[src/rtl/bus_pkg.sv]
// Shared definitions for the data-bus arbiter: peripheral selects, master IDs
// and the default depth of the outstanding-transaction ID FIFO.
package bus_pkg;

    typedef enum logic [2:0] {
        PERIPH_UART  = 3'b000,
        PERIPH_I2C   = 3'b001,
        PERIPH_QSPI  = 3'b010,
        PERIPH_TIMER = 3'b011,
        PERIPH_USB   = 3'b100,
        PERIPH_GPIO  = 3'b101
    } periph_sel_e;

    localparam int BUFFER_POW_DEF = 4;

    localparam logic M0 = 1'b0;
    localparam logic M1 = 1'b1;

    function automatic logic other_id(input logic id);
        return ~id;
    endfunction

endpackage

[src/rtl/id_fifo.sv]
// Synchronous FIFO holding the IDs of outstanding bus transactions.
// Pointers are POW bits and wrap naturally; count is POW+1 bits.
module id_fifo #(
    parameter int POW = 4,
    parameter int W   = 1
) (
    input  logic         clk_i,
    input  logic         rst_ni,
    input  logic         push_i,
    input  logic [W-1:0] data_i,
    input  logic         pop_i,
    output logic [W-1:0] data_o,
    output logic         full_o,
    output logic         empty_o,
    output logic [POW:0] count_o
);

    localparam int DEPTH = 1 << POW;
    localparam logic [POW-1:0] PTR_ONE = {{(POW-1){1'b0}}, 1'b1};
    localparam logic [POW:0]   CNT_ONE = {{POW{1'b0}}, 1'b1};

    logic [W-1:0]   mem [DEPTH];
    logic [POW-1:0] wr_ptr_q, rd_ptr_q;
    logic [POW:0]   count_q;
    logic           do_push, do_pop;

    assign do_push = push_i && !full_o;
    assign do_pop  = pop_i && !empty_o;

    always_ff @(posedge clk_i) begin
        if (do_push) begin
            mem[wr_ptr_q] <= data_i;
        end
    end

    always_ff @(posedge clk_i or negedge rst_ni) begin
        if (!rst_ni) begin
            wr_ptr_q <= '0;
            rd_ptr_q <= '0;
            count_q  <= '0;
        end else begin
            if (do_push) wr_ptr_q <= wr_ptr_q + PTR_ONE;
            if (do_pop)  rd_ptr_q <= rd_ptr_q + PTR_ONE;
            unique case ({do_push, do_pop})
                2'b10:   count_q <= count_q + CNT_ONE;
                2'b01:   count_q <= count_q - CNT_ONE;
                default: ;
            endcase
        end
    end

    // count never exceeds DEPTH, so its MSB alone marks full
    assign full_o  = count_q[POW];
    assign empty_o = (count_q == '0);
    assign count_o = count_q;
    assign data_o  = mem[rd_ptr_q];

endmodule

[src/rtl/bus_arbiter.sv]
// Round-robin two-master arbiter in front of the data bus, routing responses
// back via an ID FIFO. Optional exclusive lock: define BUS_ARB_LOCK_EN.
//
// state (ptr_q) | meaning
// M0            | master 0 wins when both request
// M1            | master 1 wins when both request
module bus_arbiter
    import bus_pkg::*;
#(
    parameter int BUFFER_POW = BUFFER_POW_DEF,
    parameter int ADDR_W     = 14
) (
    input  logic              clk_i,
    input  logic              rst_ni,
    input  logic              m0_req_i,
    input  logic              m1_req_i,
    input  logic              m0_we_i,
    input  logic              m1_we_i,
    input  logic [3:0]        m0_be_i,
    input  logic [3:0]        m1_be_i,
    input  logic [ADDR_W-1:0] m0_addr_i,
    input  logic [ADDR_W-1:0] m1_addr_i,
    input  logic [31:0]       m0_wdata_i,
    input  logic [31:0]       m1_wdata_i,
`ifdef BUS_ARB_LOCK_EN
    input  logic              m0_lock_i,
    input  logic              m1_lock_i,
`endif
    output logic              m0_gnt_o,
    output logic              m1_gnt_o,
    output logic              m0_rvalid_o,
    output logic              m1_rvalid_o,
    output logic [31:0]       m0_rdata_o,
    output logic [31:0]       m1_rdata_o,
    output logic              data_req_o,
    output logic              data_we_o,
    output logic [3:0]        data_be_o,
    output logic [ADDR_W-1:0] data_addr_o,
    output logic [31:0]       data_wdata_o,
    input  logic              data_rvalid_i,
    input  logic [31:0]       data_rdata_i,
    output logic              busy_o,
    output logic              err_o
);

    logic              ptr_q, ptr_d;
    logic              gnt0, gnt1, grant, winner;
    logic              fifo_full, fifo_empty, fifo_head, pop;
    logic [BUFFER_POW:0] fifo_count;

    logic              sel_we;
    logic [3:0]        sel_be;
    logic [ADDR_W-1:0] sel_addr;
    logic [31:0]       sel_wdata;
    logic              we_q;
    logic [3:0]        be_q;
    logic [ADDR_W-1:0] addr_q;
    logic [31:0]       wdata_q;

    logic              m0_rvalid_q, m1_rvalid_q, err_q;
    logic [31:0]       m0_rdata_q, m1_rdata_q;

`ifdef BUS_ARB_LOCK_EN
    logic lock_q, lock_d, lock_id_q, lock_id_d, hold, winner_lock;
`endif

    always_ff @(posedge clk_i or negedge rst_ni) begin
        if (!rst_ni) begin
            ptr_q     <= M0;
`ifdef BUS_ARB_LOCK_EN
            lock_q    <= 1'b0;
            lock_id_q <= M0;
`endif
        end else begin
            ptr_q     <= ptr_d;
`ifdef BUS_ARB_LOCK_EN
            lock_q    <= lock_d;
            lock_id_q <= lock_id_d;
`endif
        end
    end

    always_comb begin
        ptr_d = ptr_q;
`ifdef BUS_ARB_LOCK_EN
        lock_id_d = lock_id_q;
        lock_d    = 1'b0;
        if (grant) begin
            lock_d    = winner_lock;
            lock_id_d = winner;
            // pointer is frozen only while an established lock is being held
            if (!hold) ptr_d = other_id(winner);
        end
`else
        if (grant) ptr_d = other_id(winner);
`endif
    end

    always_comb begin
        gnt0 = 1'b0;
        gnt1 = 1'b0;
`ifdef BUS_ARB_LOCK_EN
        hold = lock_q && !fifo_full &&
               ((lock_id_q == M0) ? (m0_lock_i && m0_req_i) : (m1_lock_i && m1_req_i));
`endif
        if (!fifo_full) begin
`ifdef BUS_ARB_LOCK_EN
            if (hold) begin
                gnt0 = (lock_id_q == M0);
                gnt1 = (lock_id_q == M1);
            end else
`endif
            if (m0_req_i && (!m1_req_i || ptr_q == M0)) begin
                gnt0 = 1'b1;
            end else if (m1_req_i) begin
                gnt1 = 1'b1;
            end
        end
    end

    assign grant  = gnt0 || gnt1;
    assign winner = gnt1 ? M1 : M0;
`ifdef BUS_ARB_LOCK_EN
    assign winner_lock = (winner == M1) ? m1_lock_i : m0_lock_i;
`endif

    always_comb begin
        sel_we    = (winner == M1) ? m1_we_i    : m0_we_i;
        sel_be    = (winner == M1) ? m1_be_i    : m0_be_i;
        sel_addr  = (winner == M1) ? m1_addr_i  : m0_addr_i;
        sel_wdata = (winner == M1) ? m1_wdata_i : m0_wdata_i;
    end

    // shadow of the last granted fields keeps the bus quiet between grants
    always_ff @(posedge clk_i or negedge rst_ni) begin
        if (!rst_ni) begin
            we_q    <= 1'b0;
            be_q    <= '0;
            addr_q  <= '0;
            wdata_q <= '0;
        end else if (grant) begin
            we_q    <= sel_we;
            be_q    <= sel_be;
            addr_q  <= sel_addr;
            wdata_q <= sel_wdata;
        end
    end

    assign m0_gnt_o     = gnt0;
    assign m1_gnt_o     = gnt1;
    assign data_req_o   = grant;
    assign data_we_o    = grant ? sel_we    : we_q;
    assign data_be_o    = grant ? sel_be    : be_q;
    assign data_addr_o  = grant ? sel_addr  : addr_q;
    assign data_wdata_o = grant ? sel_wdata : wdata_q;

    assign pop = data_rvalid_i && !fifo_empty;

    id_fifo #(
        .POW (BUFFER_POW),
        .W   (1)
    ) u_id_fifo (
        .clk_i   (clk_i),
        .rst_ni  (rst_ni),
        .push_i  (grant),
        .data_i  (winner),
        .pop_i   (pop),
        .data_o  (fifo_head),
        .full_o  (fifo_full),
        .empty_o (fifo_empty),
        .count_o (fifo_count)
    );

    always_ff @(posedge clk_i or negedge rst_ni) begin
        if (!rst_ni) begin
            m0_rvalid_q <= 1'b0;
            m1_rvalid_q <= 1'b0;
            m0_rdata_q  <= '0;
            m1_rdata_q  <= '0;
            err_q       <= 1'b0;
        end else begin
            m0_rvalid_q <= 1'b0;
            m1_rvalid_q <= 1'b0;
            if (data_rvalid_i) begin
                if (fifo_empty) begin
                    err_q <= 1'b1;
                end else if (fifo_head == M1) begin
                    m1_rvalid_q <= 1'b1;
                    m1_rdata_q  <= data_rdata_i;
                end else begin
                    m0_rvalid_q <= 1'b1;
                    m0_rdata_q  <= data_rdata_i;
                end
            end
        end
    end

    assign m0_rvalid_o = m0_rvalid_q;
    assign m1_rvalid_o = m1_rvalid_q;
    assign m0_rdata_o  = m0_rdata_q;
    assign m1_rdata_o  = m1_rdata_q;
    assign err_o       = err_q;
    assign busy_o      = (fifo_count != '0);

endmodule

[config.mk]
export PLATFORM = sky130hd
export DESIGN_NAME = bus_arbiter
export DESIGN_NICKNAME = d
export VERILOG_FILES = /design/src/rtl/bus_pkg.sv /design/src/rtl/id_fifo.sv /design/src/rtl/bus_arbiter.sv
export SDC_FILE = /design/constraint.sdc
export NUM_CORES = 1
export LEC_CHECK = 0
export CAP_MARGIN = 20
export CORE_MARGIN = 4
export CORE_UTILIZATION = 31
export CTS_CLUSTER_SIZE = 40
export DETAILED_ROUTE_END_ITERATION = 8
export SLEW_MARGIN = 30
export SYNTH_ARGS = -nofsm -noshare
export SYNTH_HDL_FRONTEND = slang
export SYNTH_SLANG_ARGS = --single-unit
export TNS_END_PERCENT = 30
[constraint.sdc]
create_clock -name clk_i -period 3.3 [get_ports clk_i]
set_clock_uncertainty 0.15 [all_clocks]
set_input_delay 0.66 -clock clk_i [delete_from_list [all_inputs] [get_ports clk_i]]
set_output_delay 0.66 -clock clk_i [all_outputs]
set_load 0.02 [all_outputs]
Word level (Yosys, flattened, before mapping)
Memory sizes are Yosys's and may differ from the RTL's.
Index checks and enable logic that the tools add are counted.
{ "op_classes": {"n_addsub": 4, "n_mul": 0, "n_div": 0, "magnitude_cmp": 0, "n_eq_ne": 2, "shifts": 0, "mux": 23, "bitwise": 4, "reduce_logical": 15} }
{ "op_table": {"columns": ["op", "n"], "rows": [
  ["32-bit 2-to-1 mux", 2],
  ["14-bit 2-to-1 mux", 2],
  ["1-bit 2-to-1 mux", 16],
  ["5-bit one-hot mux with 2 select lines", 1],
  ["4-bit by 1-bit adder with 4-bit output, second input constant", 2],
  ["4-bit 2-to-1 mux", 2],
  ["3-bit AND reduction", 2],
  ["5-bit by 1-bit adder with 5-bit output, second input constant", 1],
  ["5-bit logical NOT", 1],
  ["5-bit nonzero test", 1],
  ["5-bit by 1-bit subtractor with 5-bit output, second input constant", 1],
  ["1-bit logical AND", 4],
  ["1-bit inverter", 4],
  ["1-bit logical NOT", 3],
  ["2-bit by 1-bit equality test with 1-bit output, second input constant", 1],
  ["2-bit equality test, second input constant", 1],
  ["1-bit logical OR", 2],
  ["2-bit AND reduction", 1],
  ["2-bit nonzero test", 1]
]} }
{ "word_totals": {"ff_bits": 132, "latch_bits": 0, "ram_bits": 16, "romBits": 0, "input_bits": 139, "output_inout_bits": 122, "memories": 1} }
{ "mem_list": {"columns": ["memory", "depth", "width", "rd", "rd_ports_with_merged_regs", "write_ports", "line_no", "rtl"], "rows": [
  ["u_id_fifo.mem", 16, 1, 1, 0, 1, "id_fifo.sv:22", "logic [W-1:0] mem [DEPTH];"]
]} }

Depth between registers and ports, before layout
{ "depth": {"ltp_word": 9, "ltp_mapped": 13, "depth_no_buf": 11} }

By module
Synthesis repeated with hierarchy kept, for this count alone.
{ "hier_totals": {"hier_cells": 568, "area_unflattened_um2": 6697.7} }
{ "modules_own_cells": {"columns": ["mod", "instances", "cells_each", "area_per_inst_um2", "seq_area_each_um2"], "rows": [
  ["bus_arbiter", 1, 445, 5232.5, 2977.9],
  ["id_fifo", 1, 123, 1465.2, 805.8]
]} }

Worst setup path after synthesis
OpenSTA, ideal clock, no wires.
{ "synth_timing": {"path_kind": "input to register", "from": "input port m0_req_i", "to": "register u_id_fifo.count_q[4] (netlist: u_id_fifo.count_o[4])", "setup_time_ps": 79, "t_arrival_ps": 2990, "t_required_ps": 3071, "path_slack_ps": 81, "path_stages": 13, "n_path_buf": 2, "path_cell_list": "inv_1 > a21oi_1 > inv_2 > clkbuf_1 > ha_1 > clkbuf_1 > xor2_1 > ha_1 > nor2b_1 > o21ai_0 > a31oi_1 > nor2_1 > xor2_1"} }
{ "synth_between": {"elab_chain_len": 7, "elab_cells_between_ends": 11, "classes_between": "eq/ne (2); mux (5); reduce/logical (4)"} }
{ "synth_lines": {"columns": ["item", "line_no", "rtl"], "rows": [
  ["from (decl)", "bus_arbiter.sv:15", "input logic m0_req_i,"],
  ["1-bit logical AND *", "bus_arbiter.sv:113", "if (m0_req_i && (!m1_req_i || ptr_q == M0)) begin"],
  ["1-bit 2-to-1 mux", "bus_arbiter.sv:113", null],
  ["1-bit 2-to-1 mux", "bus_arbiter.sv:106", "if (!fifo_full) begin"],
  ["1-bit logical OR *", "bus_arbiter.sv:121", "assign grant = gnt0 || gnt1;"],
  ["net data_req_o", "bus_arbiter.sv:35", "output logic data_req_o,"],
  ["1-bit logical AND *", "id_fifo.sv:27", "assign do_push = push_i && !full_o;"],
  ["2-bit by 1-bit equality test with 1-bit output / 2-bit equality test (equally long branches)", "id_fifo.sv:44", "unique case ({do_push, do_pop})"],
  ["5-bit one-hot mux with 2 select lines / 2-bit nonzero test (equally long branches)", null, null],
  ["to (signal assigned)", "id_fifo.sv:45", "2'b10: count_q <= count_q + CNT_ONE;"],
  ["to (signal assigned)", "id_fifo.sv:46", "2'b01: count_q <= count_q - CNT_ONE;"],
  ["to (decl)", "id_fifo.sv:24", "logic [POW:0] count_q;"]
]} }
The timed path passes the listed nets; every way through them passes the cells marked *.
A chain may end at the register's enable or synchronous reset.

Worst setup path in the final report
{ "layout_timing": {"from": "input port m0_req_i", "to": "output port data_addr_o[1]"} }
{ "layout_between": {"elab_chain_len": 6, "elab_cells_between_ends": 9, "classes_between": "mux (7); reduce/logical (2)"} }
{ "layout_lines": {"columns": ["item", "line_no", "rtl"], "rows": [
  ["1-bit logical AND *", "bus_arbiter.sv:113", null],
  ["1-bit 2-to-1 mux", "bus_arbiter.sv:113", null],
  ["1-bit 2-to-1 mux", "bus_arbiter.sv:106", null],
  ["1-bit 2-to-1 mux", "bus_arbiter.sv:122", "assign winner = gnt1 ? M1 : M0;"],
  ["14-bit 2-to-1 mux", "bus_arbiter.sv:130", "sel_addr = (winner == M1) ? m1_addr_i : m0_addr_i;"],
  ["14-bit 2-to-1 mux *", "bus_arbiter.sv:154", "assign data_addr_o = grant ? sel_addr : addr_q;"],
  ["to (decl)", "bus_arbiter.sv:38", "output logic [ADDR_W-1:0] data_addr_o,"]
]} }
Every way passes the cells marked *; elsewhere a longest branch is shown, timed or not.

==> results.txt <==
status -> finished, final reports clean
Slew @ Worst Pin -> 0.658 ns
Ys Warns -> 0
Sequential Power Share -> 0.314
data arrival time of the worst path -> 2.44 ns
largest net degree at the start of global routing -> 54
H-tree Lvls -> 4
WS Path Type -> in -> out
post-DR vias/cell -> 4.79
Top FF cell, synth -> dfrtp_1
main combinational cell family by area after synthesis -> multiplexers
Final #Nets -> 872
NetSw -> 3.87 mW
vias in the first global route -> 5,360
Mapped Area -> 6100 um2
GRT Residual Overflow -> 0
fin. max-slew vios -> 0
initial drt markers -> 378
Max Clk Rate -> 307 MHz
Final period util -> 0.986
share of the yosys chip area belonging to registers -> 0.620
root buffer cell -> clkbuf_16
post-layout util -> 0.500
mux cell area share after synthesis -> 0.136
Reg clk slew, reported paths -> 0.06 ns
DP Cell Count -> 970
layout cells sized above 1 -> 0.193
Clk Latency, worst-skew pair -> 0.41 ns
TNS Setup -> 0 ns
Layout Cells excl Fill -> 1,002
crit path time final -> 3.25 ns
Pleak -> 4.43 nW
Post-Synth Simple-Gate Area -> 0.0336
worst vdd ir -> 0.429 mV
area grow syn2layout -> 58.9%
PwrDens -> 1050 nW/um2
Post-synth EDFFs -> 16
post-synthesis adder-cell area fraction -> 0.0185
WL/cell -> 17.2 um
Pint -> 6.28 mW
CTS Hold Bufs -> 0
ANT cells -> 0
IO Pins -> 261
Clk network pwr share -> 0.196
post-detail-place hpwl -> 12.8 mm
worst r2r dst -> u_id_fifo.count_o[4]
Worst EP required -> 2.49 ns
# clock sinks -> 148
Routed Antenna Nets -> 0
final setup vio count -> 0
total routed wirelength -> 17.3 mm
GRT Total Usage -> 0.156
Comb pwr share -> 0.490
# Post-CTS Setup Buffers -> 0
GPL Wtd Cong -> 0.785
first-pass GRT wire length -> 27.5 mm
Sw Ratio -> 0.381
CP Launch Type -> primary input
Worst setup EP type -> output pin
Post-route DRC -> 0
syn_area_per_cell -> 13.7 um2
Worst Reg-to-Reg Cells -> 11
asr flop ratio synth -> 0.892
TritonCTS Buffers -> 17
Hold Path Class -> in -> async
Synth Area in Compound Gates -> 0.106
Unique masters post-synth -> 38
Synth Instances -> 446
launch point of the worst reg-to-reg path -> u_id_fifo.count_o[2]
most common cell after layout, fill and taps aside -> clkdlybuf4s50_1
initial core utilization -> 0.314
core area -> 19,400 um2
Synth Register Bits -> 148
# rows -> 51
Post-Synth XOR/XNOR Area -> 0.0172
reg2reg setup slack -> 0.33 ns
DR pass1 iterations -> 6
Die W -> 148 um
DIE AREA -> 22,000 um2
CTS tree -> built
I/O Buffers -> 260
most frequent cells in the layout -> clkdlybuf4s50_1, dfrtp_1, inv_1
Post-Syn Nets -> 594
Die H -> 148 um
Longest Clk Path Bufs -> 2
via count -> 4,797
Final Power -> 10.2 mW
max-cap viol count -> 0
initial antenna violation count -> 0
critical path peak fanout -> 51
RSZ-0062 raised after global routing -> true
Final Hold Viols -> 0
Max-slew headroom -> 0.561
power by group through the flow:
stage / combinational, mW / sequential, mW / clock [mW]
finish: 4.97 / 3.19 / 1.99
global route: 5.33 / 3.30 / 2.13
CTS: 5.07 / 3.19 / 2.06
detailed placement: 5.27 / 3.21 / 0
global placement: 5.21 / 3.17 / 0
floorplan: 2.45 / 3.58 / 0
synth_stat cells, drive strengths merged, types with 2 or more instances:
library cell | count | share of area
nor4 | 4 | 0.0041
mux2i | 3 | 0.0049
xnor2 | 5 | 0.0072
mux4 | 2 | 0.0074
nor2b | 2 | 0.0021
edfxtp | 16 | 0.079
and3 | 4 | 0.0041
nor2 | 9 | 0.0055
and2 | 5 | 0.0051
ha | 9 | 0.018
dfrtp | 132 | 0.54
nand4 | 2 | 0.0021
a211oi | 2 | 0.0025
o21ai | 4 | 0.0033
mux2 | 67 | 0.12
a31oi | 2 | 0.0021
a222oi | 51 | 0.084
nand2 | 9 | 0.0059
inv | 66 | 0.041
clkbuf | 20 | 0.012
o21bai | 3 | 0.0037
xor2 | 7 | 0.010
a21oi | 3 | 0.0025
buf | 9 | 0.016
cell type report:
| cell class | count | area [um2] |
|---|---|---|
| tap | 265 | 332 |
| clock buffer | 17 | 425 |
| inverter | 66 | 248 |
| fill | 1737 | 9700 |
| sequential | 148 | 3780 |
| clock inverter | 15 | 183 |
| timing repair buffer | 288 | 2800 |
| multi-input combinational | 203 | 1930 |
how the worst max path moves through the flow:
| stage | depth (start not counted) | start | slack, ns | end |
|---|---|---|---|---|
| 2_1_floorplan | 13 | m0_req_i | 0.08 | u_id_fifo.count_o[4] |
| 3_3_place_gp | 8 | m0_req_i | -0.20 | data_wdata_o[23] |
| 3_5_place_dp | 8 | m0_req_i | -0.26 | data_wdata_o[14] |
| 4_1_cts | 8 | m1_req_i | -0.15 | data_be_o[3] |
| 5_1_grt | 8 | m0_req_i | -0.08 | data_wdata_o[23] |
| 6_report | 8 | m0_req_i | 0.05 | data_addr_o[1] |
repair_timing:
| action | CTS | global route |
|---|---|---|
| gates resized for setup | 45 | 44 |
| setup endpoints to repair | 52 | 51 |
| pin swaps | 0 | 7 |
| endpoints found under the hold margin | 0 | 0 |
flip-flops by register name (all words and copies together), names as in the netlist:
name / count
be_q: 4
u_id_fifo.mem: 16
err_o: 1
u_id_fifo.wr_ptr_q: 4
m1_rvalid_o: 1
m0_rdata_o: 32
m1_rdata_o: 32
m0_rvalid_o: 1
we_q: 1
ptr_q: 1
addr_q: 14
u_id_fifo.count_o: 5
wdata_q: 32
u_id_fifo.rd_ptr_q: 4
metal layers:
layer  global-route usage  wire length [um]
met5                    0                 0
met2                0.261              8190
met3               0.0652              1780
met1                0.183              6990
met4               0.0531               316
critical path: stages:
cell and delay, ns:
clkdlybuf4s50_1 0.48, inv_1 0.09, a21oi_2 0.17, inv_2 0.07, buf_12 0.18, a222oi_1 0.32, inv_1 0.11, dlygate4sd2_1 0.34
per-stage QoR:
stage | hold slack (ns) | setup WS, ns | area (um2)
floorplan | 0.214 | 0.0810 | 6100
global placement | 0.310 | -0.197 | 9160
detailed placement | 0.315 | -0.261 | 9160
CTS | 0.138 | -0.155 | 9720
global route | 0.170 | -0.0762 | 9700
finish | 0.131 | 0.0466 | 9700
cell families (layout without fill, tap and decap cells):
family / count (synthesis) / after routing
buffers and inverters: 95 / 386
multiplexers: 72 / 72
AND/OR/NAND/NOR: 39 / 39
XOR/XNOR: 12 / 12
AO/OA/AOI/OAI: 71 / 71
adder cells (fa/ha/maj): 9 / 9
flip-flops: 148 / 148
No activity file was read; power rests on OpenSTA's default activity.
